### src/rtl/eth_sw_pkg.sv
// Shared types and default constants for the eth_switch store-and-forward datapath.
package eth_sw_pkg;
  localparam int DATA_W        = 64;
  localparam int FIFO_DEPTH    = 64;
  localparam int MAX_PKT_WORDS = 190;

  typedef struct packed {
    logic [63:0] data;
    logic        sop;
    logic        eop;
  } eth_word_t;

  typedef enum logic [1:0] {
    ST_IDLE = 2'd0,
    ST_PKT  = 2'd1,
    ST_DROP = 2'd2
  } in_state_t;
endpackage

### src/rtl/eth_sw_fifo.sv
// Packet FIFO with a speculative write pointer: words become readable only once
// committed, and an uncommitted partial packet can be rolled back.
module eth_sw_fifo
  import eth_sw_pkg::*;
#(
  parameter int DEPTH = FIFO_DEPTH
) (
  input  logic                         clk,
  input  logic                         resetN,
  input  logic                         wrEn,
  input  logic [$bits(eth_word_t)-1:0] wrWord,
  input  logic                         commit,
  input  logic                         rollback,
  input  logic                         rdEn,
  output logic [$bits(eth_word_t)-1:0] rdWord,
  output logic [$clog2(DEPTH):0]       usedWr,
  output logic [$clog2(DEPTH):0]       usedCmt
);
  localparam int AW = $clog2(DEPTH);
  localparam logic [AW:0] PTR_ONE = {{AW{1'b0}}, 1'b1};

  eth_word_t   mem [DEPTH];
  logic [AW:0] wrPtr_r;
  logic [AW:0] cmtPtr_r;
  logic [AW:0] rdPtr_r;
  logic [AW:0] base_s;

  // A rollback in the same cycle as a write restarts the packet at the commit point.
  assign base_s  = rollback ? cmtPtr_r : wrPtr_r;
  assign rdWord  = mem[rdPtr_r[AW-1:0]];
  assign usedWr  = wrPtr_r - rdPtr_r;
  assign usedCmt = cmtPtr_r - rdPtr_r;

  // Storage array write port
  always_ff @(posedge clk) begin
    if (wrEn) begin
      mem[base_s[AW-1:0]] <= eth_word_t'(wrWord);
    end
  end

  // Write, commit and read pointers
  always_ff @(posedge clk) begin
    if (resetN) begin
      wrPtr_r  <= '0;
      cmtPtr_r <= '0;
      rdPtr_r  <= '0;
    end else begin
      wrPtr_r <= wrEn ? base_s + PTR_ONE : base_s;
      if (commit) begin
        cmtPtr_r <= base_s + PTR_ONE;
      end
      if (rdEn) begin
        rdPtr_r <= rdPtr_r + PTR_ONE;
      end
    end
  end
endmodule

### src/rtl/eth_switch.sv
// Port-A store-and-forward switch datapath: framing FSM in front of a commit/rollback FIFO.
// Optional ETH_SW_STATS_EN adds packet in/out/drop counters.
module eth_switch
  import eth_sw_pkg::*;
#(
  parameter int DATA_W        = eth_sw_pkg::DATA_W,
  parameter int FIFO_DEPTH    = eth_sw_pkg::FIFO_DEPTH,
  parameter int MAX_PKT_WORDS = eth_sw_pkg::MAX_PKT_WORDS
) (
  input  logic              clk,
  input  logic              resetN,
  input  logic [DATA_W-1:0] inDataA,
  input  logic              inSopA,
  input  logic              inEopA,
  input  logic              vld,
  output logic [DATA_W-1:0] outDataA,
  output logic              outSopA,
  output logic              outEopA,
  output logic              outvld
`ifdef ETH_SW_STATS_EN
  ,
  output logic [31:0]       pkt_in_cnt,
  output logic [31:0]       pkt_out_cnt,
  output logic [31:0]       pkt_drop_cnt
`endif
);
  localparam int AW = $clog2(FIFO_DEPTH);
  localparam int CW = $clog2(MAX_PKT_WORDS + 1);
  localparam logic [CW-1:0] CNT_MAX  = CW'(MAX_PKT_WORDS);
  localparam logic [CW-1:0] CNT_ONE  = {{(CW-1){1'b0}}, 1'b1};
  localparam logic [AW:0]   FULL_LVL = (AW+1)'(FIFO_DEPTH);

  in_state_t     state_r;
  in_state_t     nextState_s;
  logic [CW-1:0] pktWords_r;
  logic          wrEn_s;
  logic          commit_s;
  logic          rollback_s;
  logic          dropEvt_s;
  logic          rdEn_s;
  logic          fullWr_s;
  logic          fullCmt_s;
  logic          overflow_s;
  logic [AW:0]   usedWr_s;
  logic [AW:0]   usedCmt_s;
  eth_word_t     wrWord_s;
  eth_word_t     rdWord_s;

  assign wrWord_s   = '{data: 64'(inDataA), sop: inSopA, eop: inEopA};
  assign fullWr_s   = (usedWr_s == FULL_LVL);
  assign fullCmt_s  = (usedCmt_s == FULL_LVL);
  assign overflow_s = (pktWords_r == CNT_MAX) || fullWr_s;
  assign rdEn_s     = (usedCmt_s != '0);

  eth_sw_fifo #(.DEPTH(FIFO_DEPTH)) u_fifo (
    .clk     (clk),
    .resetN  (resetN),
    .wrEn    (wrEn_s),
    .wrWord  (wrWord_s),
    .commit  (commit_s),
    .rollback(rollback_s),
    .rdEn    (rdEn_s),
    .rdWord  (rdWord_s),
    .usedWr  (usedWr_s),
    .usedCmt (usedCmt_s)
  );

  // Input FSM state register
  always_ff @(posedge clk) begin
    if (resetN) begin
      state_r <= ST_IDLE;
    end else begin
      state_r <= nextState_s;
    end
  end

  // Input FSM next state; a sop always restarts framing regardless of state
  always_comb begin
    nextState_s = state_r;
    if (vld && inSopA) begin
      nextState_s = fullCmt_s ? ST_DROP : (inEopA ? ST_IDLE : ST_PKT);
    end else if (vld) begin
      case (state_r)
        ST_IDLE: nextState_s = ST_IDLE;
        ST_PKT:  nextState_s = overflow_s ? ST_DROP : (inEopA ? ST_IDLE : ST_PKT);
        ST_DROP: nextState_s = inEopA ? ST_IDLE : ST_DROP;
        default: nextState_s = ST_IDLE;
      endcase
    end else begin
      nextState_s = state_r;
    end
  end

  // Input FSM outputs: FIFO write/commit/rollback and drop events
  always_comb begin
    wrEn_s     = 1'b0;
    commit_s   = 1'b0;
    rollback_s = 1'b0;
    dropEvt_s  = 1'b0;
    if (vld && inSopA) begin
      rollback_s = 1'b1;
      if (fullCmt_s) begin
        dropEvt_s = 1'b1;
      end else begin
        wrEn_s    = 1'b1;
        commit_s  = inEopA;
        dropEvt_s = (state_r == ST_PKT);
      end
    end else if (vld) begin
      case (state_r)
        ST_IDLE: dropEvt_s = 1'b1;
        ST_PKT: begin
          if (overflow_s) begin
            rollback_s = 1'b1;
            dropEvt_s  = 1'b1;
          end else begin
            wrEn_s   = 1'b1;
            commit_s = inEopA;
          end
        end
        ST_DROP: dropEvt_s = 1'b0;
        default: dropEvt_s = 1'b0;
      endcase
    end else begin
      wrEn_s = 1'b0;
    end
  end

  // Word count of the packet being written
  always_ff @(posedge clk) begin
    if (resetN) begin
      pktWords_r <= '0;
    end else if (wrEn_s) begin
      pktWords_r <= inSopA ? CNT_ONE : pktWords_r + CNT_ONE;
    end
  end

  // Output engine: drain committed words back-to-back into registered outputs
  always_ff @(posedge clk) begin
    if (resetN) begin
      outvld   <= 1'b0;
      outSopA  <= 1'b0;
      outEopA  <= 1'b0;
      outDataA <= '0;
    end else begin
      outvld   <= rdEn_s;
      outSopA  <= rdEn_s & rdWord_s.sop;
      outEopA  <= rdEn_s & rdWord_s.eop;
      outDataA <= rdEn_s ? DATA_W'(rdWord_s.data) : '0;
    end
  end

`ifdef ETH_SW_STATS_EN
  // Wrapping packet statistics
  always_ff @(posedge clk) begin
    if (resetN) begin
      pkt_in_cnt   <= 32'd0;
      pkt_out_cnt  <= 32'd0;
      pkt_drop_cnt <= 32'd0;
    end else begin
      pkt_in_cnt   <= pkt_in_cnt + {31'd0, vld & inSopA};
      pkt_out_cnt  <= pkt_out_cnt + {31'd0, outvld & outEopA};
      pkt_drop_cnt <= pkt_drop_cnt + {31'd0, dropEvt_s};
    end
  end
`endif
endmodule

### config.mk
export PLATFORM = sky130hd
export DESIGN_NAME = eth_switch
export DESIGN_NICKNAME = d
export VERILOG_FILES = /design/src/rtl/eth_sw_pkg.sv /design/src/rtl/eth_sw_fifo.sv /design/src/rtl/eth_switch.sv
export SDC_FILE = /design/constraint.sdc
export NUM_CORES = 2
export LEC_CHECK = 0
export ABC_AREA = 1
export BUFFER_PORTS_ARGS = -buffer_cell sky130_fd_sc_hd__buf_4
export CORE_MARGIN = 5
export CORE_UTILIZATION = 30
export CTS_BUF_LIST = sky130_fd_sc_hd__clkbuf_8
export DETAILED_ROUTE_END_ITERATION = 10
export PLACE_DENSITY_LB_ADDON = 0.3
export SLEW_MARGIN = 20
export SYNTH_ARGS = -nofsm -noshare
export SYNTH_HDL_FRONTEND = slang
export SYNTH_HIERARCHICAL = 1
export SYNTH_MEMORY_MAX_BITS = 65536
export SYNTH_SLANG_ARGS = --single-unit
export TNS_END_PERCENT = 100
### constraint.sdc
create_clock -name clk -period 8.25 [get_ports clk]
set_input_delay 1.65 -clock clk [delete_from_list [all_inputs] [get_ports clk]]
set_output_delay 1.65 -clock clk [all_outputs]
set_load 0.02 [all_outputs]
Word-level counts from Yosys, hierarchy flattened --
Memories as Yosys holds them, arrays and structs flattened. A register that Yosys moved wholly into a read port is not among the register bits. Index checks and enable logic that the tools add are counted.
Storage, ports and cells: flip-flop bits (word level) 98, RAM bits 4224, input bits 69, word-level logic and storage cells 56, memories kept 1
Cells by class: add/subtract/negate cells 5, eq/ne operators 5, muxes and demuxes 28, bitwise gates (word level) 3, reduce and logical (&&, ||, !) cells 5
Memories:
- u_fifo.mem | depth 64, width 66, read ports 1, clocked after Yosys merged registers in 1, write ports 1, RTL line eth_sw_fifo.sv:22 | eth_word_t mem [DEPTH];
Operators with widths (count):
- $mux 1 | 17
- $add 7x1->7 const B | 2
- $eq 7x7->1 const B | 2
- $mux 7 | 2
- $sub 7x7->7 | 2
- $mux 6 | 2
- $mux 2 | 5
- $add 8x1->8 const B | 1
- $eq 8x8->1 const B | 1
- $mux 8 | 1
- $reduce_bool 7->1 | 1
- $pmux 2 s2 | 1
- $and 1x1->1 | 2
- $eq 2x1->1 const B | 1
- $eq 2x2->1 const B | 1
- $reduce_bool 2->1 | 1
- $reduce_or 2->1 | 1
- $logic_and 1x1->1 | 1
- $logic_or 1x1->1 | 1
- $not 1->1 | 1

Longest topological paths before layout --
depth in word-level cells 10, gate-level depth with buffers 27

Cells and area by module --
Netlist, hierarchy kept.
By module, submodules not included:
- eth_sw_fifo | instances 1, cells each 13978, area each 170418.4 sq um
- eth_switch | instances 1, cells each 342, area each 2703.8 sq um

Least setup slack after synthesis --
Ideal clock, no wire load.
kind reg-to-reg, start point register u_fifo.rdPtr_r[0], end point memory u_fifo/mem[56][0] in the netlist's numbering (enable), arrival 5.911 ns, required time 7.760 ns, setup slack 1.849 ns, cell stages (with the launch flop) 22, cell sequence dfxtp_1 > ha_1 > inv_1 > fa_1 > nand3_1 > nand2_1 > a21oi_1 > nor2_1 > nor2_1 > xor2_1 > nand2_1 > nor2_1 > nand2_1 > nand2_1 > nand2_1 > o21ai_0 > nand2_1 > o21ai_1 > inv_2 > nor2_2 > nand2_1 > nor2_1
RTL lines:
- start, declared | RTL line eth_sw_fifo.sv:25 | logic [AW:0] rdPtr_r;
- start signal, assigned | RTL line eth_sw_fifo.sv:53 | rdPtr_r <= rdPtr_r + PTR_ONE;
- $sub 7x7->7 | RTL line eth_sw_fifo.sv:31 | assign usedWr = wrPtr_r - rdPtr_r;
- net usedWr_s[6] | RTL line eth_switch.sv:44 | logic [AW:0] usedWr_s;
- $eq 7x7->1 | RTL line eth_switch.sv:50 | assign fullWr_s = (usedWr_s == FULL_LVL);
- $logic_or 1x1->1 | RTL line eth_switch.sv:52 | assign overflow_s = (pktWords_r == CNT_MAX) || fullWr_s;
- $mux 1 | RTL line eth_switch.sv:113 | if (overflow_s) begin
- $mux 1 | RTL line eth_switch.sv:110 | case (state_r)
- $mux 1 | RTL line eth_switch.sv:109 | end else if (vld) begin
- $mux 1 | RTL line eth_switch.sv:100 | if (vld && inSopA) begin
- net rollback_s | RTL line eth_switch.sv:38 | logic rollback_s;
- $mux 7 | RTL line eth_sw_fifo.sv:29 | assign base_s = rollback ? cmtPtr_r : wrPtr_r;
- end, declared | RTL line eth_sw_fifo.sv:22
The timed path passes the listed nets, and every way through them passes these cells.

Worst setup path after layout --
start point register u_fifo.rdPtr_r[0], end point memory u_fifo/mem[4][61] in the netlist's numbering (enable)
The elaborated chain is that of the path after synthesis.

==> out/results.ini <==
[outcome]
status=completed

[yosys]
synthFlopType=edfxtp_1
synth.avg_cell_area_um2=12.1
synth_nets=14400
syn_area_um2=173000
async_reset_ff_share_pct=0
yosys_warnings=6
yosys.area.top_type=edfxtp_1
yosys_register_bits=4328
synth_top_area_share_pct=73.3
synth-edff-count=4224
seq_area_frac_synth_pct=74.5
yosysMostFrequentCell=nand2_1
synth_area_leaders=edfxtp_1, nand3_1, nand2_1, buf_2, dfxtp_1
synthCells=14300
synth_common_cells=nand2_1, edfxtp_1, nand3_1
yosys.cell_types.count=36

[clock_network]
cts_inserted_buffers=716
cts.sinks=4328
cts_buffer_depth=4
post_cts_resized=0
clk_pin_slew_worst_paths_ns=0.07
cts_setup_buffers=0
htreeDepth=6
cts_tree=yes
clk_latency_ns=1.31
ctsHoldBuffers=0
cts_root_buf=clkbuf_8

[setup_path]
crit_type=flop to flop
cp.required_ns=9.12
critical_path.startpoint_type=flop
critPathTopFamily=simple AND/OR/NAND/NOR gates
arrival_ns=7.09
max_stage_delay_ns=1.04
worstPathCellList=ha_1, inv_1, fa_1, nand3_1, nand2_1, a21oi_1, nor2_1, nor2_1, xor2_1, nand2_1, nor2_1, nand2_1, nand2_1, nand2_1, o21ai_1, inv_2, nand2_1, nand2_1, inv_1, nand3_1, nor2_4, buf_4
reg2reg_slack_ns=2.03
cp_common_cell=nand2_1
path_buf_inv=4
cp_max_fo=23
slowest_stage=nor2_4
cp-end-kind=flop

[global_routing]
grt_antenna_before_repair=43
grt_max_degree=177
grt_overflow_total=0
grt_pass1_vias=108000
grt_pass1_wl_um=815000
grt_usage_pct=18.7

[drt]
vias_per_cell=5.03
ant_nets=0
vias=115000
drt_iter0_drc=12400
drc_errors=0
dr.pass1.iters=6
finalWirelength_um=576000
wl_per_cell_um=25.2

[power_and_ir_drop]
ir_worst_vdd_mv=0.166
p_leak_nw=68.6
p_clk_share_pct=36.0
power_switching_mw=13.9
p_sw_share_pct=28.8
pwr_density_cell_nw_per_um2=248
seqPwrFrac_pct=50.4
total_power_mw=48.5
p_int_mw=34.5
pwr-share-comb_pct=13.7

[placement]
place_congestion=0.818
dp_cells=21500
io_buffers=135
dp.final_hpwl_um=316000

[cells_and_area]
area_growth_pct=13.0
drive_gt1_share_pct=9.01
fin_cells=22800
final_nets=14600

[sta]
finalSetupTns_ns=0
hold_slack_ns=0.493
layout_min_cycle_time_ns=6.22
fin_worst_skew_ns=0.114
rsz0062_at_grt=false
worst_pin_slew_ns=1.08
finalCritPeriodShare_pct=75.4
drv_slew=0
setup_violations=0
fmax_mhz=161
relSlewSlack_pct=28.2
finalHoldViolations=0

[floorplanning]
pin_count=136
core_um2=576000
num_rows=279
die_area_um2=592000
initial_utilization_pct=30.0
fp.dieH_um=770
dieWidth_um=770

[run]
max_cap_violations=0

[hold_path]
hold_path.class=flop to flop

-- tightest hold or removal path, delay by kind of cell, from the launching register on --
family,cells,cell delay [ns]
and+or+nand+nor,1,0.06
AOI/OAI and AO/OA,1,0.06
DFF,1,0.33
-- flip-flops by register name, indices dropped and copies added (netlist names), named ones only --
| register | count |
|---|---|
| outDataA | 64 |
| outEopA | 1 |
| outSopA | 1 |
| outvld | 1 |
| pktWords_r | 8 |
| state_r | 2 |
| u_fifo/cmtPtr_r | 7 |
| u_fifo/mem | 4224 |
| u_fifo/rdPtr_r | 7 |
| u_fifo/wrPtr_r | 7 |
-- layout make-up --
class | count | area [µm²]
Antenna cell | 30 | 75.1
Clock buffer | 745 | 10300
Fill cell | 57000 | 381000
Sequential cell | 4328 | 129000
Tap cell | 7727 | 9670
Multi-Input combinational cell | 8921 | 39400
Clock inverter | 533 | 2710
Timing Repair Buffer | 416 | 4010
Inverter | 136 | 567
-- layer usage --
metal | routed length [µm] | track usage [%] | vias to the layer above
met1 | 250000 | 26.6 | 57800
li1 | - | - | 51300
met4 | 19500 | 5.92 | 10
met5 | 73 | 0 | -
met3 | 43400 | 3.01 | 886
met2 | 264000 | 29.4 | 4817
-- kinds of logic after synthesis --
| logic type | after synthesis | synth area share, % |
|---|---|---|
| flip-flops | 4328 | 74.5 |
| AO/OA/AOI/OAI | 48 | 0.150 |
| adder cells (fa/ha/maj) | 20 | 0.153 |
| buffers and inverters | 1071 | 3.07 |
| XOR/XNOR | 15 | 0.0759 |
| AND/OR/NAND/NOR | 8838 | 22.1 |
-- through the flow --
step           setup WS, ns  util (%)  cell area (µm²)
6_report               2.03      33.9           196000
5_1_grt                1.73      33.9           196000
4_1_cts                2.13      33.9           196000
3_5_place_dp           2.22      31.7           183000
3_3_place_gp           1.57      31.7           183000
2_1_floorplan          1.85         -           173000
-- cell usage in the layout (no fill, tap or decap), drive strengths merged, types with 3 or more instances in the layout --
master | netlist | final
a21oi | 23 | 23
buf | 784 | 416
bufinv | 0 | 7
clkbuf | 151 | 745
clkinv | 1 | 184
clkinvlp | 0 | 18
dfxtp | 104 | 104
diode | 0 | 30
edfxtp | 4224 | 4224
ha | 18 | 18
inv | 135 | 460
nand2 | 4647 | 4647
nand3 | 3985 | 3985
nor2 | 193 | 193
nor3 | 5 | 5
nor3b | 3 | 3
o21ai | 18 | 18
xor2 | 15 | 15
-- path summary, 6_finish.rpt --
kind | from | endpoint | depth (start not counted)
hold / removal | state_r[0] | state_r[0] | 2
setup reg to reg | u_fifo/rdPtr_r[0] | u_fifo/mem[4][61] | 22
setup / recovery | u_fifo/rdPtr_r[0] | u_fifo/mem[4][61] | 22
hold reg to reg | state_r[0] | state_r[0] | 2
-- power groups by stage --
stage / registers, mW / logic [mW] / clock network (mW)
6_report: 24.4 / 6.62 / 17.4
3_5_place_dp: 24.9 / 6.63 / 0
4_1_cts: 24.4 / 6.64 / 17.8
5_1_grt: 24.4 / 7.15 / 18.8
2_1_floorplan: 24.9 / 3.81 / 0
3_3_place_gp: 24.9 / 6.61 / 0
(Power assumes the default switching activity.)
